===== src/rtl/d_cache_writeback_buffer_if.sv =====
// Bus bundle between the d_cache write port, the write-back buffer and the memory write master.
// The slave modport is the buffer's view; the master modport is the cache/memory side.
interface d_cache_writeback_buffer_if #(
    parameter int ADDR_WIDTH = 32,
    parameter int DATA_WIDTH = 32
);
    logic                  c_control_go;
    logic [ADDR_WIDTH-1:0] c_control_base;
    logic [ADDR_WIDTH-1:0] c_control_length;
    logic                  c_control_done;
    logic                  c_user_we;
    logic [DATA_WIDTH-1:0] c_user_data;
    logic                  c_user_full;
    logic                  m_control_go;
    logic [ADDR_WIDTH-1:0] m_control_base;
    logic [ADDR_WIDTH-1:0] m_control_length;
    logic                  m_control_done;
    logic                  m_user_we;
    logic [DATA_WIDTH-1:0] m_user_data;
    logic                  m_user_full;
    logic [ADDR_WIDTH-1:0] rd_base;
    logic                  rd_conflict;

    modport slave (
        input  c_control_go, c_control_base, c_control_length, c_user_we, c_user_data,
               m_control_done, m_user_full, rd_base,
        output c_control_done, c_user_full, m_control_go, m_control_base, m_control_length,
               m_user_we, m_user_data, rd_conflict
    );

    modport master (
        output c_control_go, c_control_base, c_control_length, c_user_we, c_user_data,
               m_control_done, m_user_full, rd_base,
        input  c_control_done, c_user_full, m_control_go, m_control_base, m_control_length,
               m_user_we, m_user_data, rd_conflict
    );
endinterface


===== src/rtl/d_cache_writeback_buffer.sv =====
// Line-granular write-back buffer: absorbs flushed dirty lines from the d_cache at one word per
// cycle, drains them to memory in FIFO order, and flags refills that hit a pending line.
//
// state  | meaning
// IDLE   | waiting for a buffered line and an idle memory master
// ISSUE  | m_control_go pulse with the head line's base
// STREAM | pushing head line words while memory is not full
// WAIT   | waiting for memory done, then retiring the head slot
module d_cache_writeback_buffer #(
    parameter int ADDR_WIDTH = 32,
    parameter int DATA_WIDTH = 32,
    parameter int LINE_WORDS = 4,
    parameter int LINES      = 2
) (
    input logic                       clk,
    input logic                       rst_n,
    d_cache_writeback_buffer_if.slave bus
);
    localparam int WW  = $clog2(LINE_WORDS);
    localparam int OFF = WW + 2;
    localparam int PW  = (LINES > 1) ? $clog2(LINES) : 1;
    localparam int CW  = $clog2(LINES) + 1;
    localparam logic [CW-1:0]         LINES_C    = CW'(LINES);
    localparam logic [WW-1:0]         LAST_W     = WW'(LINE_WORDS - 1);
    localparam logic [PW-1:0]         LAST_P     = PW'(LINES - 1);
    localparam logic [ADDR_WIDTH-1:0] LINE_BYTES = ADDR_WIDTH'(LINE_WORDS * 4);

    typedef enum logic [1:0] {IDLE, ISSUE, STREAM, WAIT} drain_e;

    logic [ADDR_WIDTH-1:0] base_q [LINES];
    logic [ADDR_WIDTH-1:0] base_d [LINES];
    logic [DATA_WIDTH-1:0] data_q [LINES][LINE_WORDS];
    logic [LINES-1:0]      valid_q, valid_d;
    logic [PW-1:0]         head_q, head_d, tail_q, tail_d;
    logic [CW-1:0]         count_q, count_d;
    logic                  fill_q, fill_d;
    logic [WW-1:0]         fill_idx_q, fill_idx_d;

    drain_e                state_q;
    logic [WW-1:0]         rd_idx_q;
    logic                  m_go_q;
    logic [ADDR_WIDTH-1:0] m_base_q;

    logic c_done, go_ok, fill_word, fill_last, retire, conflict;
    logic unused_in;

    function automatic logic [PW-1:0] ptr_inc(input logic [PW-1:0] p);
        return (p == LAST_P) ? '0 : p + 1'b1;
    endfunction

    assign c_done    = ~fill_q & (count_q < LINES_C);
    assign go_ok     = bus.c_control_go & c_done;
    assign fill_word = fill_q & bus.c_user_we;
    assign fill_last = fill_word & (fill_idx_q == LAST_W);
    assign retire    = (state_q == WAIT) & bus.m_control_done;

    always_comb begin
        base_d     = base_q;
        valid_d    = valid_q;
        head_d     = head_q;
        tail_d     = tail_q;
        fill_d     = fill_q;
        fill_idx_d = fill_idx_q;
        if (go_ok) begin
            base_d[tail_q] = bus.c_control_base;
            fill_d         = 1'b1;
            fill_idx_d     = '0;
        end
        if (fill_word) fill_idx_d = fill_idx_q + 1'b1;
        if (fill_last) begin
            valid_d[tail_q] = 1'b1;
            tail_d          = ptr_inc(tail_q);
            fill_d          = 1'b0;
        end
        if (retire) begin
            valid_d[head_q] = 1'b0;
            head_d          = ptr_inc(head_q);
        end
        // a completing fill and a retire in the same cycle cancel out
        count_d = count_q + CW'(fill_last) - CW'(retire);
    end

    always_ff @(posedge clk or negedge rst_n) begin
        if (!rst_n) begin
            for (int i = 0; i < LINES; i++) base_q[i] <= '0;
            valid_q    <= '0;
            head_q     <= '0;
            tail_q     <= '0;
            count_q    <= '0;
            fill_q     <= 1'b0;
            fill_idx_q <= '0;
        end else begin
            base_q     <= base_d;
            valid_q    <= valid_d;
            head_q     <= head_d;
            tail_q     <= tail_d;
            count_q    <= count_d;
            fill_q     <= fill_d;
            fill_idx_q <= fill_idx_d;
        end
    end

    always_ff @(posedge clk) begin
        if (fill_word) data_q[tail_q][fill_idx_q] <= bus.c_user_data;
    end

    always_ff @(posedge clk or negedge rst_n) begin
        if (!rst_n) begin
            state_q  <= IDLE;
            rd_idx_q <= '0;
            m_go_q   <= 1'b0;
            m_base_q <= '0;
        end else begin
            m_go_q <= 1'b0;
            case (state_q)
                IDLE: if (count_q != '0 && bus.m_control_done) begin
                    state_q  <= ISSUE;
                    m_go_q   <= 1'b1;
                    m_base_q <= base_q[head_q];
                end
                ISSUE: begin
                    state_q  <= STREAM;
                    rd_idx_q <= '0;
                end
                STREAM: if (!bus.m_user_full) begin
                    rd_idx_q <= rd_idx_q + 1'b1;
                    if (rd_idx_q == LAST_W) state_q <= WAIT;
                end
                WAIT: if (bus.m_control_done) state_q <= IDLE;
                default: state_q <= IDLE;
            endcase
        end
    end

    // the slot being filled counts as pending so a refill cannot overtake it
    always_comb begin
        conflict = 1'b0;
        for (int i = 0; i < LINES; i++) begin
            if ((valid_q[i] || (fill_q && tail_q == PW'(i))) &&
                base_q[i][ADDR_WIDTH-1:OFF] == bus.rd_base[ADDR_WIDTH-1:OFF])
                conflict = 1'b1;
        end
    end

    assign bus.c_control_done   = c_done;
    assign bus.c_user_full      = ~fill_q;
    assign bus.m_control_go     = m_go_q;
    assign bus.m_control_base   = m_base_q;
    assign bus.m_control_length = LINE_BYTES;
    assign bus.m_user_we        = (state_q == STREAM) & ~bus.m_user_full;
    assign bus.m_user_data      = data_q[head_q][rd_idx_q];
    assign bus.rd_conflict      = conflict;

    assign unused_in = ^{bus.c_control_length, bus.rd_base[OFF-1:0]};
endmodule


===== src/flat_wrapper.sv =====
// flat-port wrapper written by rule: the top's interface ports become plain ports
module d_cache_writeback_buffer_flat 
#(
    parameter int ADDR_WIDTH = 32,
    parameter int DATA_WIDTH = 32,
    parameter int LINE_WORDS = 4,
    parameter int LINES      = 2
)
  (clk, rst_n, bus_c_control_go, bus_c_control_base, bus_c_control_length, bus_c_user_we, bus_c_user_data, bus_m_control_done, bus_m_user_full, bus_rd_base, bus_c_control_done, bus_c_user_full, bus_m_control_go, bus_m_control_base, bus_m_control_length, bus_m_user_we, bus_m_user_data, bus_rd_conflict);
  d_cache_writeback_buffer_if #(.ADDR_WIDTH(ADDR_WIDTH), .DATA_WIDTH(DATA_WIDTH)) bus_i ();
  input logic clk;
  input logic rst_n;
  input wire logic [$bits(bus_i.c_control_go)-1:0] bus_c_control_go;
  input wire logic [$bits(bus_i.c_control_base)-1:0] bus_c_control_base;
  input wire logic [$bits(bus_i.c_control_length)-1:0] bus_c_control_length;
  input wire logic [$bits(bus_i.c_user_we)-1:0] bus_c_user_we;
  input wire logic [$bits(bus_i.c_user_data)-1:0] bus_c_user_data;
  input wire logic [$bits(bus_i.m_control_done)-1:0] bus_m_control_done;
  input wire logic [$bits(bus_i.m_user_full)-1:0] bus_m_user_full;
  input wire logic [$bits(bus_i.rd_base)-1:0] bus_rd_base;
  output wire logic [$bits(bus_i.c_control_done)-1:0] bus_c_control_done;
  output wire logic [$bits(bus_i.c_user_full)-1:0] bus_c_user_full;
  output wire logic [$bits(bus_i.m_control_go)-1:0] bus_m_control_go;
  output wire logic [$bits(bus_i.m_control_base)-1:0] bus_m_control_base;
  output wire logic [$bits(bus_i.m_control_length)-1:0] bus_m_control_length;
  output wire logic [$bits(bus_i.m_user_we)-1:0] bus_m_user_we;
  output wire logic [$bits(bus_i.m_user_data)-1:0] bus_m_user_data;
  output wire logic [$bits(bus_i.rd_conflict)-1:0] bus_rd_conflict;
  assign bus_i.c_control_go = bus_c_control_go;
  assign bus_i.c_control_base = bus_c_control_base;
  assign bus_i.c_control_length = bus_c_control_length;
  assign bus_i.c_user_we = bus_c_user_we;
  assign bus_i.c_user_data = bus_c_user_data;
  assign bus_i.m_control_done = bus_m_control_done;
  assign bus_i.m_user_full = bus_m_user_full;
  assign bus_i.rd_base = bus_rd_base;
  assign bus_c_control_done = bus_i.c_control_done;
  assign bus_c_user_full = bus_i.c_user_full;
  assign bus_m_control_go = bus_i.m_control_go;
  assign bus_m_control_base = bus_i.m_control_base;
  assign bus_m_control_length = bus_i.m_control_length;
  assign bus_m_user_we = bus_i.m_user_we;
  assign bus_m_user_data = bus_i.m_user_data;
  assign bus_rd_conflict = bus_i.rd_conflict;
  d_cache_writeback_buffer #(.ADDR_WIDTH(ADDR_WIDTH), .DATA_WIDTH(DATA_WIDTH), .LINE_WORDS(LINE_WORDS), .LINES(LINES)) u_core (.clk(clk), .rst_n(rst_n), .bus(bus_i));
endmodule

===== config.mk =====
export PLATFORM = sky130hd
export DESIGN_NAME = d_cache_writeback_buffer_flat
export DESIGN_NICKNAME = d
export VERILOG_FILES = /design/src/rtl/d_cache_writeback_buffer_if.sv /design/src/rtl/d_cache_writeback_buffer.sv /design/src/flat_wrapper.sv
export SDC_FILE = /design/constraint.sdc
export NUM_CORES = 1
export LEC_CHECK = 0
export ABC_AREA = 1
export CAP_MARGIN = 0
export CORE_UTILIZATION = 48
export CTS_CLUSTER_SIZE = 25
export DETAILED_ROUTE_END_ITERATION = 16
export HOLD_SLACK_MARGIN = 0.05
export PLACE_DENSITY_LB_ADDON = 0.25
export SYNTH_ARGS = -nofsm -noshare
export SYNTH_HDL_FRONTEND = slang
export SYNTH_SLANG_ARGS = --single-unit

===== constraint.sdc =====
create_clock -name clk -period 5.33 [get_ports clk]
set_input_delay 0.7995 -clock clk [delete_from_list [all_inputs] [get_ports clk]]
set_output_delay 0.7995 -clock clk [all_outputs]
set_load 0.02 [all_outputs]

==> results.md, run 1 <==
- Starting Density: 48.6%
- Cells traversed along the worst timing path: inv_4, nor2_1, o32ai_1, nand2_1, nand2_1, clkdlybuf4s50_1
- IO Port Bufs: 166
- Switching share of power: 35.6%
- Fraction of power consumed by combinational cells: 37.1%
- Transition time at the pin with the least slew margin: 1.11 ns
- Die Height: 183 um
- Clock share of power: ~25%
- Number of warning messages in the yosys log: 0
- Final Wtd Congestion: approximately 0.82
- Type of destination of the critical path: primary output
- Register bit total from synthesis: 366
- Antenna violations before repair: 2
- Cells after synthesis: 1422
- Final period utilization: 72.3%
- Number of maximum-capacitance violations: 0
- Cell count of the worst reg-to-reg path: 5
- First-pass GRT wire length: 54300 um
- Sequential share of power: 37.6%
- Top layer in use: met5
- Number of hold buffers added after cts: 0
- Setup repair after global routing missed its margin: false
- Number of pins with negative max-slew slack in the final report: 0
- DIE AREA: 0.0336 mm^2
- Async set or reset register ratio after synthesis: 30.1%
- Outcome: finished clean
- Horiz. Die Dim: approximately 180 um
- Cells taking the most area after synthesis: sky130_fd_sc_hd__edfxtp_1, sky130_fd_sc_hd__dfrtp_1, sky130_fd_sc_hd__nand2_1, sky130_fd_sc_hd__o21ai_0, sky130_fd_sc_hd__nor2_1
- Average footprint of a synthesized cell: 11.1 um^2
- Share of layout cells above drive strength 1: 5.75%
- Required time reported for the critical path endpoint: ~4.5 ns
- Number of gates on the worst path with buffers counted: 6
- Number of failing hold endpoints at the final stage: 0
- Antenna viol nets, final: 0
- Drt via density: 5.14
- Crit path max fanout: 98
- Post-DR wirelength/cell: roughly 17 um
- Cell at the root of the clock tree: sky130_fd_sc_hd__clkbuf_16
- DRT Pass-1 Iters: 5
- Total internal power: 7.05 mW
- Sort of element at the start of the critical path: register
- Cell taking the most area after synthesis: sky130_fd_sc_hd__edfxtp_1
- Overall Global Routing Usage: 21.0%
- Routed vias: 10500
- Number of instances resized during post-cts repair: 0
- Leakage Power: between 7 and 8 nW
- Met2 Wirelength: 17000 um
- Slowest library cell on the worst path: sky130_fd_sc_hd__inv_4
- Number of buffers on the longest clock path: 3
- Power dissipated by switching net loads: around 3.9 mW
- DRC: 0
- Worst-Skew Late Latency: between 0.5 and 0.6 ns
- Crit Path Category: register to primary output
- Commonest cells in the synthesized netlist: sky130_fd_sc_hd__nand2_1, sky130_fd_sc_hd__edfxtp_1, sky130_fd_sc_hd__o21ai_0
- Primary flip-flop cell chosen by synthesis mapping: sky130_fd_sc_hd__edfxtp_1
- I/O pin count: roughly 240
- Routed wire length: 34600 um
- # rows: between 60 and 70
- Highest clock rate: roughly 260 MHz
- Post-CTS setup repair buffer count: 0
- H-tree depth reported by CTS: 2
- Longest individual stage delay on the worst path: approximately 0.73 ns
- Worst vdd rail ir drop: 0.424 mV
- Portion of the post-synthesis area used by sequential elements: 66.2%
- Sinks on Clock Net: 366
- Most repeated cell in the gate-level netlist after synthesis: sky130_fd_sc_hd__nand2_1
- Area of the mapped netlist: 0.0158 mm^2
- Met3 WL: 1910 um
- Worst min-delay path class: input pin to async pin
- TNS Setup: 0 ns
- Area overhead of the layout relative to synthesis: 20.7%
- Number of buffers created by CTS: 39
- Largest net degree at the start of global routing: approximately 170
- Worst hold-check slack: approximately 0.37 ns
- Arrival time reported for the critical path endpoint: 3.06 ns
- Unique cell type count in the Yosys netlist: 35
- Proportion of netlist area held by the largest area contributor: between 40% and 50%
- Number of global-route vias before repair: 10200
- Count of flip-flops with a built-in enable after synthesis: 256
- Buffers plus inverters on the worst setup path: 2
- Power per Cell Area: 574 mW/mm^2
- Half-perimeter wire length of the detailed placement result: 20400 um
- Clock transition time at the flip-flop clock pins of the worst setup and hold paths: 0.06 ns
- Cell repeated most along the worst path: sky130_fd_sc_hd__nand2_1
- Final non-filler cell area: 0.0190 mm^2
- Final setup fails: 0
- Worst path top cell family by delay: buffers and inverters
- Area inside the core boundary: roughly 0.032 mm^2
- Worst slew margin relative to its limit: between 20% and 30%
- Number of nets in the layout: 1720
- CTS tree: built
- Dpl cell area: 0.0177 mm^2
- Met1 WL: between 10000 and 15000 um
- Tmin final: 3.85 ns
- Clock skew after layout: 0.0142 ns
- Total global routing overflow: 0
- Starting DRT DRC Count: 817
-- power groups by stage --
stage / combinational [mW] / clock (mW) / sequential, mW
2_1_floorplan: 2.58 / 0 / 4.15
3_3_place_gp: 4.02 / 0 / 4.13
3_5_place_dp: 4.09 / 0 / 4.16
4_1_cts: 4.12 / 2.81 / 4.10
5_1_grt: 4.50 / 2.93 / 4.18
6_report: 4.06 / 2.77 / 4.11
-- placed cells by master (no fill, tap or decap), drive strengths merged, types with 4 or more instances in the layout --
cell type and instances:
a21oi 5, conb 32, bufinv 7, nand2 315, inv 94, nand3 4, nor2 160, mux2i 32
xnor2 24, dfrtp 110, o21a 32, clkinv 12, clkdlybuf4s50 165, buf 20, or2 17, xor2 12
edfxtp 256, nor3 6, o32ai 32, ha 12, o22ai 32, o21ai 168, clkbuf 50
-- cells by family after synthesis --
logic type	synth area share (%)
adders and majority gates	0.952
and+or+nand+nor	12.4
muxes	2.03
buffers and inverters	6.20
DFF	66.2
AOI/OAI and AO/OA	10.2
xor gates and xnor gates	2.00
other	0.0476
-- sequential cells by signal (all words and copies together), names as in the netlist, 2 cells and up --
signal,flops
u_core.bus.m_control_base,32
u_core.count_q,2
u_core.state_q,2
u_core.valid_q,2
u_core.base_q,64
u_core.data_q,256
u_core.rd_idx_q,2
u_core.fill_idx_q,2
-- cell type report --
cell class | instances | area [um^2]
sequential | 366 | 10400
timing repair buffer | 185 | 1840
antenna | 1 | 2.50
inverter | 95 | 359
multi-input combinational | 887 | 4520
clock inverter | 18 | 282
tap | 442 | 553
fill | 2655 | 13400
clock buffer | 50 | 1040
-- final timing paths --
kind | start | endpoint | slack (ns)
max | u_core.head_q | bus_m_user_data[4] | 1.48
min | rst_n | u_core.bus.m_control_base[25] | 0.37
max reg2reg | u_core.fill_q | u_core.data_q[1][13] | 2.85
min reg2reg | u_core.base_q[1] | u_core.base_q[1] | 0.48
max in group asynchronous | rst_n | u_core.head_q | 3.83
min in group clk | u_core.base_q[1] | u_core.base_q[1] | 0.48
-- metal layers --
layer | global-route usage, % | up-vias
met2 | 35.2 | 282
met4 | 6.67 | 2
li1 | - | 5091
met1 | 27.6 | 5067
met3 | 3.81 | 58
met5 | 0 | -
-- worst reg2reg max path: stages (launching register included) --
cell and delay (ns):
sky130_fd_sc_hd__dfrtp_1 0.41, sky130_fd_sc_hd__nand2_1 0.26, sky130_fd_sc_hd__inv_1 0.17, sky130_fd_sc_hd__nand2_1 0.18, sky130_fd_sc_hd__nor2_4 0.79, sky130_fd_sc_hd__buf_4 0.36
-- metrics by stage --
| step | utilization (%) | worst slack, ns | cells | total power, mW |
|---|---|---|---|---|
| 2_1_floorplan | - | 1.71 | 1452 | 6.73 |
| 3_3_place_gp | 54.6 | 1.93 | 1975 | 8.15 |
| 3_5_place_dp | 54.6 | 1.90 | 1975 | 8.25 |
| 4_1_cts | 58.6 | 1.43 | 2043 | 11.0 |
| 5_1_grt | 58.7 | 1.26 | 2044 | 11.6 |
| 6_report | 58.7 | 1.48 | 2044 | 10.9 |
Note: power is estimated with default switching activity, not from simulation.
==> inputs of run 2 (changes only) <==
clock period = 3.4 ns   (was 5.33 ns; I/O delays follow)
==> run 2 against run 1 <==
Effect of this change: total power is 58% higher; final area is 0.65% higher; via count is 2.6% higher; critical endpoint is now bus_m_user_data[31]; largest power group is now combinational logic.
==> results.md, run 2 (synthesis results as in run 1) <==
- Worst path top cell family by delay: buffers and inverters
- Power per Cell Area: 902 mW/mm^2 (+57%)
- First-pass GRT wire length: 55400 um (+2.0%)
- Horiz. Die Dim: 183 um (unchanged)
- Cell count of the worst reg-to-reg path: 3 (-2)
- Max FFs per register: 256 (unchanged)
- IO Port Bufs: 166 (unchanged)
- Tmin final: 3.23 ns
- Setup repair after global routing missed its margin: false
- Startpoint of the worst setup timing path: u_core.head_q
- Highest clock rate: ~310 MHz
- Number of global-route vias before repair: 10400 (+1.5%)
- TNS Setup: 0 ns (unchanged)
- Required time reported for the critical path endpoint: 2.89 ns (-1.64 ns)
- Clock skew after layout: 0.0257 ns (+0.0115 ns)
- Number of buffers created by CTS: 39 (unchanged)
- Worst-Skew Late Latency: 0.54 ns (+0.02 ns)
- Routed wire length: 36000 um (+4.1%)
- Post-DR wirelength/cell: 17.6 um (+3.8%)
- Die Height: 183 um (unchanged)
- Cell repeated most along the worst path: sky130_fd_sc_hd__nand2_1
- Filler instances: 2686 (+1.2%)
- Sinks on Clock Net: 366 (unchanged)
- Most used cells in the layout excluding fill and tap cells: sky130_fd_sc_hd__nand2_1, sky130_fd_sc_hd__edfxtp_1, sky130_fd_sc_hd__o21ai_0
- Cell at the root of the clock tree: sky130_fd_sc_hd__clkbuf_16
- Area overhead of the layout relative to synthesis: 21.5%
- Final Wtd Congestion: 0.871 (+6.7%)
- Number of hold buffers added after cts: 0 (unchanged)
- Final non-filler cell area: 0.0192 mm^2 (+0.65%)
- Final setup fails: 0 (unchanged)
- # rows: 66 (unchanged)
- Transition time at the pin with the least slew margin: 0.836 ns (-0.278 ns)
- RR Startpoint: u_core.tail_q
- Number of failing hold endpoints at the final stage: 0 (unchanged)
- Final period utilization: 95.1%
- Starting DRT DRC Count: 734 (-10%)
- Worst vdd rail ir drop: 0.661 mV (+56%)
- Starting Density: 48.6% (unchanged)
- Most common library cell in the layout ignoring fill and taps: sky130_fd_sc_hd__nand2_1
- Dpl cell area: 0.0178 mm^2 (+0.55%)
- Post-CTS setup repair buffer count: 0 (unchanged)
- Arrival time reported for the critical path endpoint: 2.72 ns (-0.34 ns)
- Overall Global Routing Usage: 21.4% (+0.43 points)
- Sort of element at the start of the critical path: register
- Register with the most flip-flops: u_core.data_q
- Drt via density: 5.26 (+2.4%)
- Number of buffers on the longest clock path: 3 (unchanged)
- R2r setup slk: 1.51 ns (-1.34 ns)
- Clock transition time at the flip-flop clock pins of the worst setup and hold paths: 0.06 ns (about the same)
- Number of pins with negative max-slew slack in the final report: 0 (unchanged)
- Type of destination of the critical path: primary output
- DIE AREA: 0.0336 mm^2 (unchanged)
- Endpoint of the most critical register-to-register path: u_core.data_q[1][101]
- I/O pin count: 235 (unchanged)
- H-tree depth reported by CTS: 2 (unchanged)
- Share of layout cells above drive strength 1: 6.41% (+0.66 points)
- Crit Path Category: register to primary output
- Buffers plus inverters on the worst setup path: 3 (+1)
- Routed vias: 10800 (+2.6%)
- Worst min-delay path class: input pin to async pin
- Number of nets in the layout: 1724 (+0.23%)
- CTS tree: built
- Half-perimeter wire length of the detailed placement result: 20600 um (+0.98%)
- Crit path max fanout: 39 (-60%)
- DRT Pass-1 Iters: 5 (unchanged)
- Longest individual stage delay on the worst path: 0.61 ns (-0.12 ns)
- Number of maximum-capacitance violations: 0 (unchanged)
- Tot Pwr: 17.3 mW (+58%)
- Area inside the core boundary: 0.0325 mm^2 (unchanged)
- Cells traversed along the worst timing path: inv_6, buf_12, nor2_1, o32ai_1, nand2_1, nand2_1, clkdlybuf4s50_1
- Leakage Power: 7.54 nW (+0.65%)
- Slowest library cell on the worst path: sky130_fd_sc_hd__clkdlybuf4s50_1
- Worst slew margin relative to its limit: 44.3% (+19 points)
- Number of gates on the worst path with buffers counted: 7 (+1)
- Total global routing overflow: 0 (unchanged)
- Outcome: finished clean
- Largest net degree at the start of global routing: 165 (unchanged)
- Antenna violations before repair: 2 (unchanged)
- DRC: 0 (unchanged)
- Antenna viol nets, final: 0 (unchanged)
- Antenna diode instance count: 0 (-1)
run 2: power by group:
| group | internal [mW] | switching [mW] | total [mW] |
|---|---|---|---|
| sequential | 5.77 | 0.554 | 6.33 |
| combinational | 2.68 | 4.00 | 6.68 |
| clock | 2.55 | 1.73 | 4.28 |
run 2: through the flow:
step | std cells | utilization (%) | hold slack (ns) | setup WS (ns)
after floorplan | 1452 | - | 0.214 | 0.0338
after global placement | 1978 | 54.9 | 0.462 | 0.557
after detailed placement | 1978 | 54.9 | 0.469 | 0.543
after CTS | 2048 | 59.0 | 0.0961 | 0.0176
after global routing | 2049 | 59.0 | 0.123 | 0.0190
final | 2049 | 59.0 | 0.0616 | 0.168
run 2: area by class of cell:
cell class / count / area, um^2 / area share, %
timing repair buffer: 189 / 1970 / 10.3
clock buffer: 46 / 1020 / 5.34
clock inverter: 24 / 290 / 1.52
tap: 442 / 553 / 2.89
inverter: 95 / 362 / 1.89
multi-input combinational: 887 / 4520 / 23.6
sequential: 366 / 10400 / 54.5
run 2: per-layer routing:
layer  vias up  part of all wire (%)  GRT usage, %  wire (um)
li1       5095                     -             -          -
met1      5233                    43          27.8      15300
met2       367                    48          36.6      17400
met3        78                   6.2          3.34       2230
met4         4                   2.8          7.30       1020
met5         -                 0.064             0         23
run 2: worst max path at each step:
stage | end | slack (ns)
after floorplan | u_core.data_q[1][32] | 0.03
after global placement | bus_rd_conflict | 0.56
after detailed placement | bus_m_user_data[30] | 0.54
after CTS | bus_m_user_data[30] | 0.02
after global routing | bus_m_user_data[5] | 0.02
final | bus_m_user_data[31] | 0.17
run 2: timing repair:
item | 4_1_cts | 5_1_grt
resized for setup | 1 | 1
gates cloned | 0 | 1
setup endpoints to repair | 5 | 25
